===== src/rtl/lut_eval_seq.sv =====
// lut_eval_seq: programmable registered truth-table evaluator.
//
// Holds an N_IN-input, single-output boolean function as a 2^N_IN-entry table and
// evaluates one input vector per cycle. The result appears one cycle later, qualified
// by a valid flag. A new table is shifted in one bit at a time into a shadow register.
// It is then committed to the active table in a single edge, so evaluation never sees
// a half-loaded table.
//
// Ports:
//   i_clk        clock; all state changes on the rising edge
//   i_rst        synchronous active-high reset
//   i_in_valid   i_in_data is presented for evaluation this cycle
//   i_in_data    input vector; bit index k of the table is the result for vector k
//   o_out_valid  o_y holds the result of the vector accepted on the previous cycle
//   o_y          registered function value
//   i_cfg_start  begin or restart a table load
//   i_cfg_valid  i_cfg_bit is valid this cycle
//   i_cfg_bit    serial table bit; the first bit received is entry 0
//   o_cfg_busy   a load is in progress
//   o_cfg_done   one-cycle pulse on the cycle after the new table is committed
module lut_eval_seq #(
  parameter int unsigned             N_IN          = 3,
  parameter logic [(2**N_IN)-1:0]    DEFAULT_TABLE = 8'hA2
) (
  input  logic            i_clk,
  input  logic            i_rst,
  input  logic            i_in_valid,
  input  logic [N_IN-1:0] i_in_data,
  output logic            o_out_valid,
  output logic            o_y,
  input  logic            i_cfg_start,
  input  logic            i_cfg_valid,
  input  logic            i_cfg_bit,
  output logic            o_cfg_busy,
  output logic            o_cfg_done
);

  localparam int unsigned     Depth  = 2 ** N_IN;
  localparam logic [N_IN-1:0] CntMax = '1;
  localparam logic [N_IN-1:0] CntOne = 1;

  typedef enum logic {StIdle, StLoad} state_t;

  state_t            r_state;
  logic [N_IN-1:0]   r_cnt;
  logic [Depth-1:0]  r_shadow;
  logic [Depth-1:0]  r_table;
  logic              r_busy;
  logic              r_done;
  logic              r_y;
  logic              r_out_valid;

  // Shadow with the bit arriving this cycle already merged in. The commit
  // uses it so the final bit is included on the same edge.
  logic [Depth-1:0]  w_shadow_merged;

  always_comb begin
    w_shadow_merged        = r_shadow;
    w_shadow_merged[r_cnt] = i_cfg_bit;
  end

  // Configuration state machine: shadow fill, commit, and status flags.
  always_ff @(posedge i_clk) begin
    if (i_rst) begin
      r_state  <= StIdle;
      r_cnt    <= '0;
      r_shadow <= '0;
      r_table  <= DEFAULT_TABLE;
      r_busy   <= 1'b0;
      r_done   <= 1'b0;
    end else begin
      r_done <= 1'b0;
      unique case (r_state)
        StIdle: begin
          // A cfg_valid in the same cycle as cfg_start is ignored.
          if (i_cfg_start) begin
            r_state <= StLoad;
            r_cnt   <= '0;
            r_busy  <= 1'b1;
          end
        end
        StLoad: begin
          if (i_cfg_start) begin
            // Restart: drop the partial table; start has priority over a bit.
            r_cnt    <= '0;
            r_shadow <= '0;
          end else if (i_cfg_valid) begin
            r_shadow <= w_shadow_merged;
            if (r_cnt == CntMax) begin
              r_table <= w_shadow_merged;
              r_cnt   <= '0;
              r_state <= StIdle;
              r_busy  <= 1'b0;
              r_done  <= 1'b1;
            end else begin
              r_cnt <= r_cnt + CntOne;
            end
          end
        end
        default: begin
          r_state <= StIdle;
          r_busy  <= 1'b0;
        end
      endcase
    end
  end

  // Evaluation path. It reads the active table as it stands before any commit on
  // the same edge, so a vector accepted alongside the final config bit sees
  // the old table.
  always_ff @(posedge i_clk) begin
    if (i_rst) begin
      r_y         <= 1'b0;
      r_out_valid <= 1'b0;
    end else begin
      r_out_valid <= i_in_valid;
      if (i_in_valid) begin
        r_y <= r_table[i_in_data];
      end
    end
  end

  assign o_y         = r_y;
  assign o_out_valid = r_out_valid;
  assign o_cfg_busy  = r_busy;
  assign o_cfg_done  = r_done;

endmodule


===== config.mk =====
export PLATFORM = sky130hd
export DESIGN_NAME = lut_eval_seq
export DESIGN_NICKNAME = d
export VERILOG_FILES = /design/src/rtl/lut_eval_seq.sv
export SDC_FILE = /design/constraint.sdc
export NUM_CORES = 1
export LEC_CHECK = 0
export CELL_PAD_IN_SITES_DETAIL_PLACEMENT = 0
export CELL_PAD_IN_SITES_GLOBAL_PLACEMENT = 1
export CORE_MARGIN = 2
export CORE_UTILIZATION = 37
export CTS_CLUSTER_DIAMETER = 80
export CTS_CLUSTER_SIZE = 30
export DETAILED_ROUTE_END_ITERATION = 7
export PLACE_DENSITY = 0.76
export REMOVE_ABC_BUFFERS = 1
export SYNTH_ARGS = -nofsm -noshare
export SYNTH_HDL_FRONTEND = slang
export SYNTH_SLANG_ARGS = --single-unit

===== constraint.sdc =====
create_clock -name i_clk -period 1.35 [get_ports i_clk]
set_clock_uncertainty 0.05 [all_clocks]
set_input_delay 0.135 -clock i_clk [delete_from_list [all_inputs] [get_ports i_clk]]
set_output_delay 0.135 -clock i_clk [all_outputs]
set_load 0.005 [all_outputs]

==> results_dict.tcl, run 1 <==
set metrics [dict create \
    io_buffers 12 \
    synth_common_cells "sky130_fd_sc_hd__dfxtp_1, sky130_fd_sc_hd__nor2_1, sky130_fd_sc_hd__mux2i_1" \
    cts_made_buffers 3 \
    postSynth.asyncResetShare_pct 0 \
    crit_path_end "r_table[1]$_SDFFE_PP1P_" \
    cp-end-kind "flop" \
    dp.final_hpwl_mm 1.60 \
    detailedRoute.firstIterationViolations 10 \
    worst-path-buf-inv 1 \
    grt_max_degree 15 \
    totalNegativeSetupSlack_ns -0.653 \
    ys_seq_elements 24 \
    worst_path_largest_cell_delay_ns 0.40 \
    worst_ep_required_time_ns 1.52 \
    critical_path_cell_count 6 \
    rsz0062_at_grt "true" \
    synth_flop_cell "sky130_fd_sc_hd__dfxtp_1" \
    diodes 0 \
    mappedNetlistArea_sq_um 1060 \
    final-hold-violation-count 0 \
    cts_max_path_buffers 2 \
    clock_sinks 24 \
    cts_hold_buf 0 \
    post_detailed_route_wirelength_per_cell_microns 14.1 \
    timing.slew.headroom_pct 54.6 \
    worst_path_most_repeated_cell "sky130_fd_sc_hd__ha_4" \
    run_status "finished, violations left" \
    rr_endpoint "r_table[1]$_SDFFE_PP1P_" \
    timing_worst_slew_pin_value_ns 0.676 \
    timing.fmax_mhz 695 \
    design.die.area_sq_um 3310 \
    final-seq-area_sq_um 497 \
    first_pass_grt_wire_length_mm 3.85 \
    wirelength_mm 2.39 \
    cts_tree "built" \
    drt-pass1-iter-count 4 \
    floorplan.die.height_microns 57.5 \
    post_synth_main_area_contributors "sky130_fd_sc_hd__dfxtp_1, sky130_fd_sc_hd__mux2i_1, sky130_fd_sc_hd__a2bb2oi_1" \
    static_leakage_nw 0.646 \
    initial_utilization_pct 38.8 \
    detail_route.drc_violations 0 \
    worstReg2RegStart "r_cnt[1]$_SDFFE_PP0P_" \
    worst_path_dominant_cell_family "simple AND/OR/NAND/NOR gates" \
    synthDistinctLibCells 26 \
    number_of_synthesized_flops_with_an_enable_pin 0 \
    syn_avg_cell_area_sq_um 9.72 \
    crit_start "r_cnt[1]$_SDFFE_PP0P_" \
    placed_area_sq_um 1330 \
    io_pins 13 \
    failed_checks "negative setup slack" \
    placementRows 19 \
    final_min_period_over_clock_period_pct 107 \
    gpl.final_weighted_congestion 0.791 \
    vias 852 \
    critPathLaunchType "flop" \
    area_leader_netlist "sky130_fd_sc_hd__dfxtp_1" \
    synth_sequential_area_ratio_pct 45.3 \
    grt_antenna_before_repair 0 \
    avgViaCountPerCell 5.04 \
    setup_viol 13 \
    ir_drop_uv 662 \
    cap_violations 0 \
    htreeDepth 1 \
    worstPathMaxFanout 6 \
    cp_slowest_cell "sky130_fd_sc_hd__or3_4" \
    r2r.worst_path.cells 6 \
    drv_slew 0 \
    finalCriticalPeriod_ns 1.44 \
    finalPower_w 0.00137 \
    ant_nets 0 \
    n_fill_cell 258 \
    post_route_cells_drive_above_1_share_pct 42.0 \
    yosysWarnings 0 \
    via_count_of_the_first_global_routing_pass 871 \
    worstPathArrival_ns 1.60 \
    grtUsageTotal_pct 15.2 \
    area_growth_pct 48.5 \
    hp-class "input pin to flop" \
    final_design_area_no_fill_sq_um 1570 \
    crit_path_cell_trace "ha_4 -> ha_4 -> nand3_4 -> or3_4 -> inv_4 -> a21oi_1" \
    yosys.area.top_type_share_pct 45.3 \
    setup.reg_to_reg.worst_slack_ns -0.09 \
    finalNetCount 150 \
    globalRouteOverflowTotal 0 \
    std_cell_core_area_sq_um 2730 \
    timing_worst_setup_path_type "flop to flop" \
    worst_slack_ns -0.0891 \
    yosys.cell_count.top_type "sky130_fd_sc_hd__dfxtp_1" \
    clkTransAtPathRegs_ns 0.13 \
    netlist_instances 109 \
    die_w_microns 57.5 \
    power.density_cell_area_nw_per_um2 872 \
    clock_tree_root "sky130_fd_sc_hd__clkbuf_4" \
    area_of_the_multi_input_gates_sq_um 669 \
    worst_setup_timing_slack_at_the_placement_stage_ns -0.300 \
    clk-insertion-delay-late_ns 0.30 \
]
==> layer usage <==
metal | vias up | wire length [microns] | GRT usage [%]
met1 | 391 | 1140 | 20.7
met3 | 2 | 56 | 2.27
met2 | 9 | 1170 | 24.2
li1 | 450 | - | -
met5 | - | 0 | 0
met4 | 0 | 25 | 5.98
==> worst min-delay path by stage <==
stage	from	end	slack [ns]	cells past startpoint
6_report	i_in_valid	o_y$_SDFFE_PP0P_	0.40	2
3_5_place_dp	r_table[0]$_SDFFE_PP0P_	r_table[0]$_SDFFE_PP0P_	0.40	1
2_1_floorplan	i_rst	o_y$_SDFFE_PP0P_	0.15	1
5_1_grt	i_in_valid	o_y$_SDFFE_PP0P_	0.38	2
3_3_place_gp	o_cfg_busy$_SDFFE_PP0P_	o_cfg_busy$_SDFFE_PP0P_	0.40	2
4_1_cts	i_in_valid	o_y$_SDFFE_PP0P_	0.36	2
==> flip-flops by register name, indices dropped and copies added (netlist names) <==
register and cells:
r_shadow 8, r_table 8, r_cnt 3, o_cfg_busy 1, o_cfg_done 1, o_out_valid 1
o_y 1, r_state 1
==> worst register-to-register path, delay by kind of cell (launching register included) <==
| family | cells | cell delay (ns) |
|---|---|---|
| buffers and inverters | 1 | 0.09 |
| flip-flops | 1 | 0.39 |
| adder cells (fa/ha/maj) | 2 | 0.29 |
| AND/OR/NAND/NOR | 2 | 0.47 |
| AO/OA/AOI/OAI | 1 | 0.06 |
==> cells in the final DEF (no fill, tap or decap), types with 2 or more instances in the layout <==
cell type / n
sky130_fd_sc_hd__a21oi_1: 6
sky130_fd_sc_hd__a2bb2oi_1: 6
sky130_fd_sc_hd__buf_4: 18
sky130_fd_sc_hd__buf_6: 4
sky130_fd_sc_hd__clkbuf_4: 3
sky130_fd_sc_hd__clkdlybuf4s50_1: 8
sky130_fd_sc_hd__dfxtp_1: 17
sky130_fd_sc_hd__dfxtp_2: 4
sky130_fd_sc_hd__dfxtp_4: 3
sky130_fd_sc_hd__dlymetal6s2s_1: 3
sky130_fd_sc_hd__ha_4: 2
sky130_fd_sc_hd__mux2i_1: 10
sky130_fd_sc_hd__mux2i_2: 3
sky130_fd_sc_hd__nand3b_1: 3
sky130_fd_sc_hd__nor2_1: 14
sky130_fd_sc_hd__nor2b_1: 2
sky130_fd_sc_hd__nor3_1: 3
sky130_fd_sc_hd__nor3b_2: 3
sky130_fd_sc_hd__o21ai_1: 2
sky130_fd_sc_hd__o2bb2ai_2: 5
==> power breakdown <==
part / switching (W) / total, W / internal [W]
Combinational: 0.0000645 / 0.000142 / 0.0000777
Sequential: 0.00000643 / 0.000721 / 0.000714
Clock: 0.000210 / 0.000510 / 0.000300
Total: 0.000281 / 0.00137 / 0.00109
==> per-stage QoR <==
step	hold WS (ns)	util (%)	cells
after global routing	0.385	57.6	169
after floorplan	0.150	-	100
after global placement	0.402	48.6	164
after detailed placement	0.401	48.6	164
after CTS	0.363	54.4	171
final	0.402	57.6	169
==> timing repair <==
| item | 4_1_cts | 5_1_grt |
|---|---|---|
| gates resized for setup | 21 | 26 |
| buffers inserted | 3 | 0 |
| endpoints found under the setup margin | 15 | 24 |
| pin swaps | 5 | 10 |
==> cell families after synthesis <==
kind of cell / Yosys count / synth area share, %
buf+inv: 11 / 5.08
mux: 14 / 14.4
flops: 24 / 45.3
compound gates: 22 / 15.6
simple gates: 36 / 17.2
fa+ha+maj: 2 / 2.36
==> layout make-up <==
cell class / count / area share, %
Tap cell: 31 / 2.46
Clock buffer: 3 / 1.43
Multi-Input combinational cell: 74 / 42.5
Inverter: 2 / 0.636
Timing Repair Buffer: 34 / 19.5
Clock inverter: 1 / 1.91
Sequential cell: 24 / 31.6
Power figures use the tool's default switching activity.
==> run 2, diff against run 1 <==
CORE_UTILIZATION = 42   (was 37)
DONT_BUFFER_PORTS = 1   (was unset)
PLACE_DENSITY = 0.75   (was 0.76)
==> run 2 against run 1 <==
Net effect: the flow finishes with violations (negative hold slack, negative setup slack); worst hold slack got worse by 0.59 ns; design area shrank 12%; sequential power grew 0.7%; largest cell class unchanged; combinational power shrank 43%; first-iteration DRC count is 40% lower; highest routed layer unchanged; cell count decreased by 11%; via count down 2.0%; worst setup slack improved by 0.035 ns.
==> results_dict.tcl, run 2 (synthesis gave the netlist of run 1 again) <==
set metrics [dict create \
    power.density_cell_area_nw_per_um2 858 \
    timing_worst_setup_path_type "flop to flop" \
    worst_hold_slack_ns -0.193 \
    floorplan.die.height_microns 54.2 \
    rr_endpoint "r_table[7]$_SDFFE_PP1P_" \
    wirelength_mm 2.37 \
    n_fill_cell 217 \
    diodes 0 \
    clock_sinks 24 \
    cts_made_buffers 3 \
    clkTransAtPathRegs_ns 0.14 \
    vias 835 \
    hp-start "i_rst" \
    dp.final_hpwl_mm 1.50 \
    drt-pass1-iter-count 4 \
    static_leakage_nw 0.512 \
    placed_area_sq_um 1150 \
    worst_slack_ns -0.0538 \
    cts_hold_buf 3 \
    std_cell_core_area_sq_um 2430 \
    initial_utilization_pct 43.6 \
    hp-class "input pin to flop" \
    timing.fmax_mhz 712 \
    grt_max_degree 17 \
    worstPathArrival_ns 1.58 \
    design.die.area_sq_um 2940 \
    worst_ep_required_time_ns 1.52 \
    finalNetCount 133 \
    r2r.worst_path.cells 6 \
    setup_viol 12 \
    grtUsageTotal_pct 16.8 \
    failed_checks "negative hold slack, negative setup slack" \
    top_regs "r_shadow x8, r_table x8, r_cnt x3" \
    final_core_util_pct 57.3 \
    final_common_cell "sky130_fd_sc_hd__dfxtp_1" \
    globalRouteOverflowTotal 0 \
    final-hold-violation-count 20 \
    first_pass_grt_wire_length_mm 3.48 \
    finalCriticalPeriod_ns 1.40 \
    rsz0062_at_grt "true" \
    area_growth_pct 31.4 \
    grt_antenna_before_repair 0 \
    detail_route.drc_violations 0 \
    run_status "finished, violations left" \
    crit_start "r_cnt[0]$_SDFFE_PP0P_" \
    final_min_period_over_clock_period_pct 104 \
    timing.slew.headroom_pct 58.8 \
    detailedRoute.firstIterationViolations 6 \
    drv_slew 0 \
    ant_nets 0 \
    crit_path_end "r_table[7]$_SDFFE_PP1P_" \
    die_w_microns 54.2 \
    gpl.final_weighted_congestion 0.685 \
    ir_drop_uv 936 \
    cap_violations 0 \
    post_route_cells_drive_above_1_share_pct 38.0 \
    final_design_area_no_fill_sq_um 1390 \
    cp-end-kind "flop" \
    clk-insertion-delay-late_ns 0.32 \
    placementRows 18 \
    io_buffers 0 \
    avgViaCountPerCell 5.53 \
    htreeDepth 1 \
    via_count_of_the_first_global_routing_pass 735 \
    critPathLaunchType "flop" \
    cts_max_path_buffers 2 \
    clock_tree_root "sky130_fd_sc_hd__clkbuf_4" \
    setup.reg_to_reg.worst_slack_ns -0.05 \
    cts_tree "built" \
    worstReg2RegStart "r_cnt[0]$_SDFFE_PP0P_" \
    worstPathMaxFanout 6 \
    most-common-layout-cells "sky130_fd_sc_hd__dfxtp_1, sky130_fd_sc_hd__nor2_1, sky130_fd_sc_hd__buf_4" \
    io_pins 13 \
    post_detailed_route_wirelength_per_cell_microns 15.7 \
    timing_worst_slew_pin_value_ns 0.614 \
]
-- run 2: repair_timing --
| item | 4_1_cts | 5_1_grt |
|---|---|---|
| gates resized for setup | 10 | 30 |
| setup buffers | 0 | 2 |
| setup endpoints to repair | 14 | 20 |
| pin swaps | 1 | 8 |
| endpoints found under the hold margin | 18 | 19 |
-- run 2: cell type report --
type                    count  area (sq um)  share of cell area, %
clock buffers               4          36.3                   2.61
inverters                   2          10.0                  0.719
multi-input cells          74           662                   47.5
flip-flops and latches     24           489                   35.1
well taps                  30          37.5                   2.70
repair buffers             17           158                   11.3
-- run 2: how the worst min path moves through the flow --
stage                                     endpoint  slack (ns)  cells past startpoint
after global placement            o_y$_SDFFE_PP0P_        0.15                      1
after CTS                         o_y$_SDFFE_PP0P_       -0.19                      1
after global routing      r_shadow[5]$_SDFFE_PP0P_       -0.20                      1
final                        r_cnt[0]$_SDFFE_PP0P_       -0.19                      1
after floorplan                   o_y$_SDFFE_PP0P_        0.15                      1
after detailed placement          o_y$_SDFFE_PP0P_        0.16                      1
-- run 2: metal layers --
metal	global-route usage [%]	vias up	wire length [microns]
met5	0	-	0
met2	24.9	15	1100
met4	7.50	0	14
met1	23.8	404	1170
li1	-	414	-
met3	2.73	2	78
-- run 2: worst max-delay path: stages, from the launching register on --
cell and delay [ns]:
sky130_fd_sc_hd__dfxtp_4 0.40, sky130_fd_sc_hd__ha_4 0.13, sky130_fd_sc_hd__ha_4 0.14, sky130_fd_sc_hd__nand3_4 0.06
sky130_fd_sc_hd__or3_4 0.39, sky130_fd_sc_hd__inv_4 0.09, sky130_fd_sc_hd__a21oi_2 0.05
-- run 2: power by group --
part / switching (W) / internal, W / leakage (nW)
clock: 0.000223 / 0.000165 / 0.0210
sequential: 0.0000107 / 0.000715 / 0.197
combinational: 0.0000371 / 0.0000443 / 0.294
-- run 2: stage by stage --
stage          hold WS [ns]  total power [W]  cells  setup TNS [ns]  worst slack [ns]
2_1_floorplan         0.150         0.000786    100           -1.94            -0.251
3_3_place_gp          0.152         0.000805    143          -0.893            -0.110
3_5_place_dp          0.156         0.000805    143           -1.28            -0.160
4_1_cts              -0.194          0.00119    150          -0.734           -0.0928
5_1_grt              -0.202          0.00123    151           -1.23            -0.125
6_report             -0.193          0.00119    151          -0.399           -0.0538
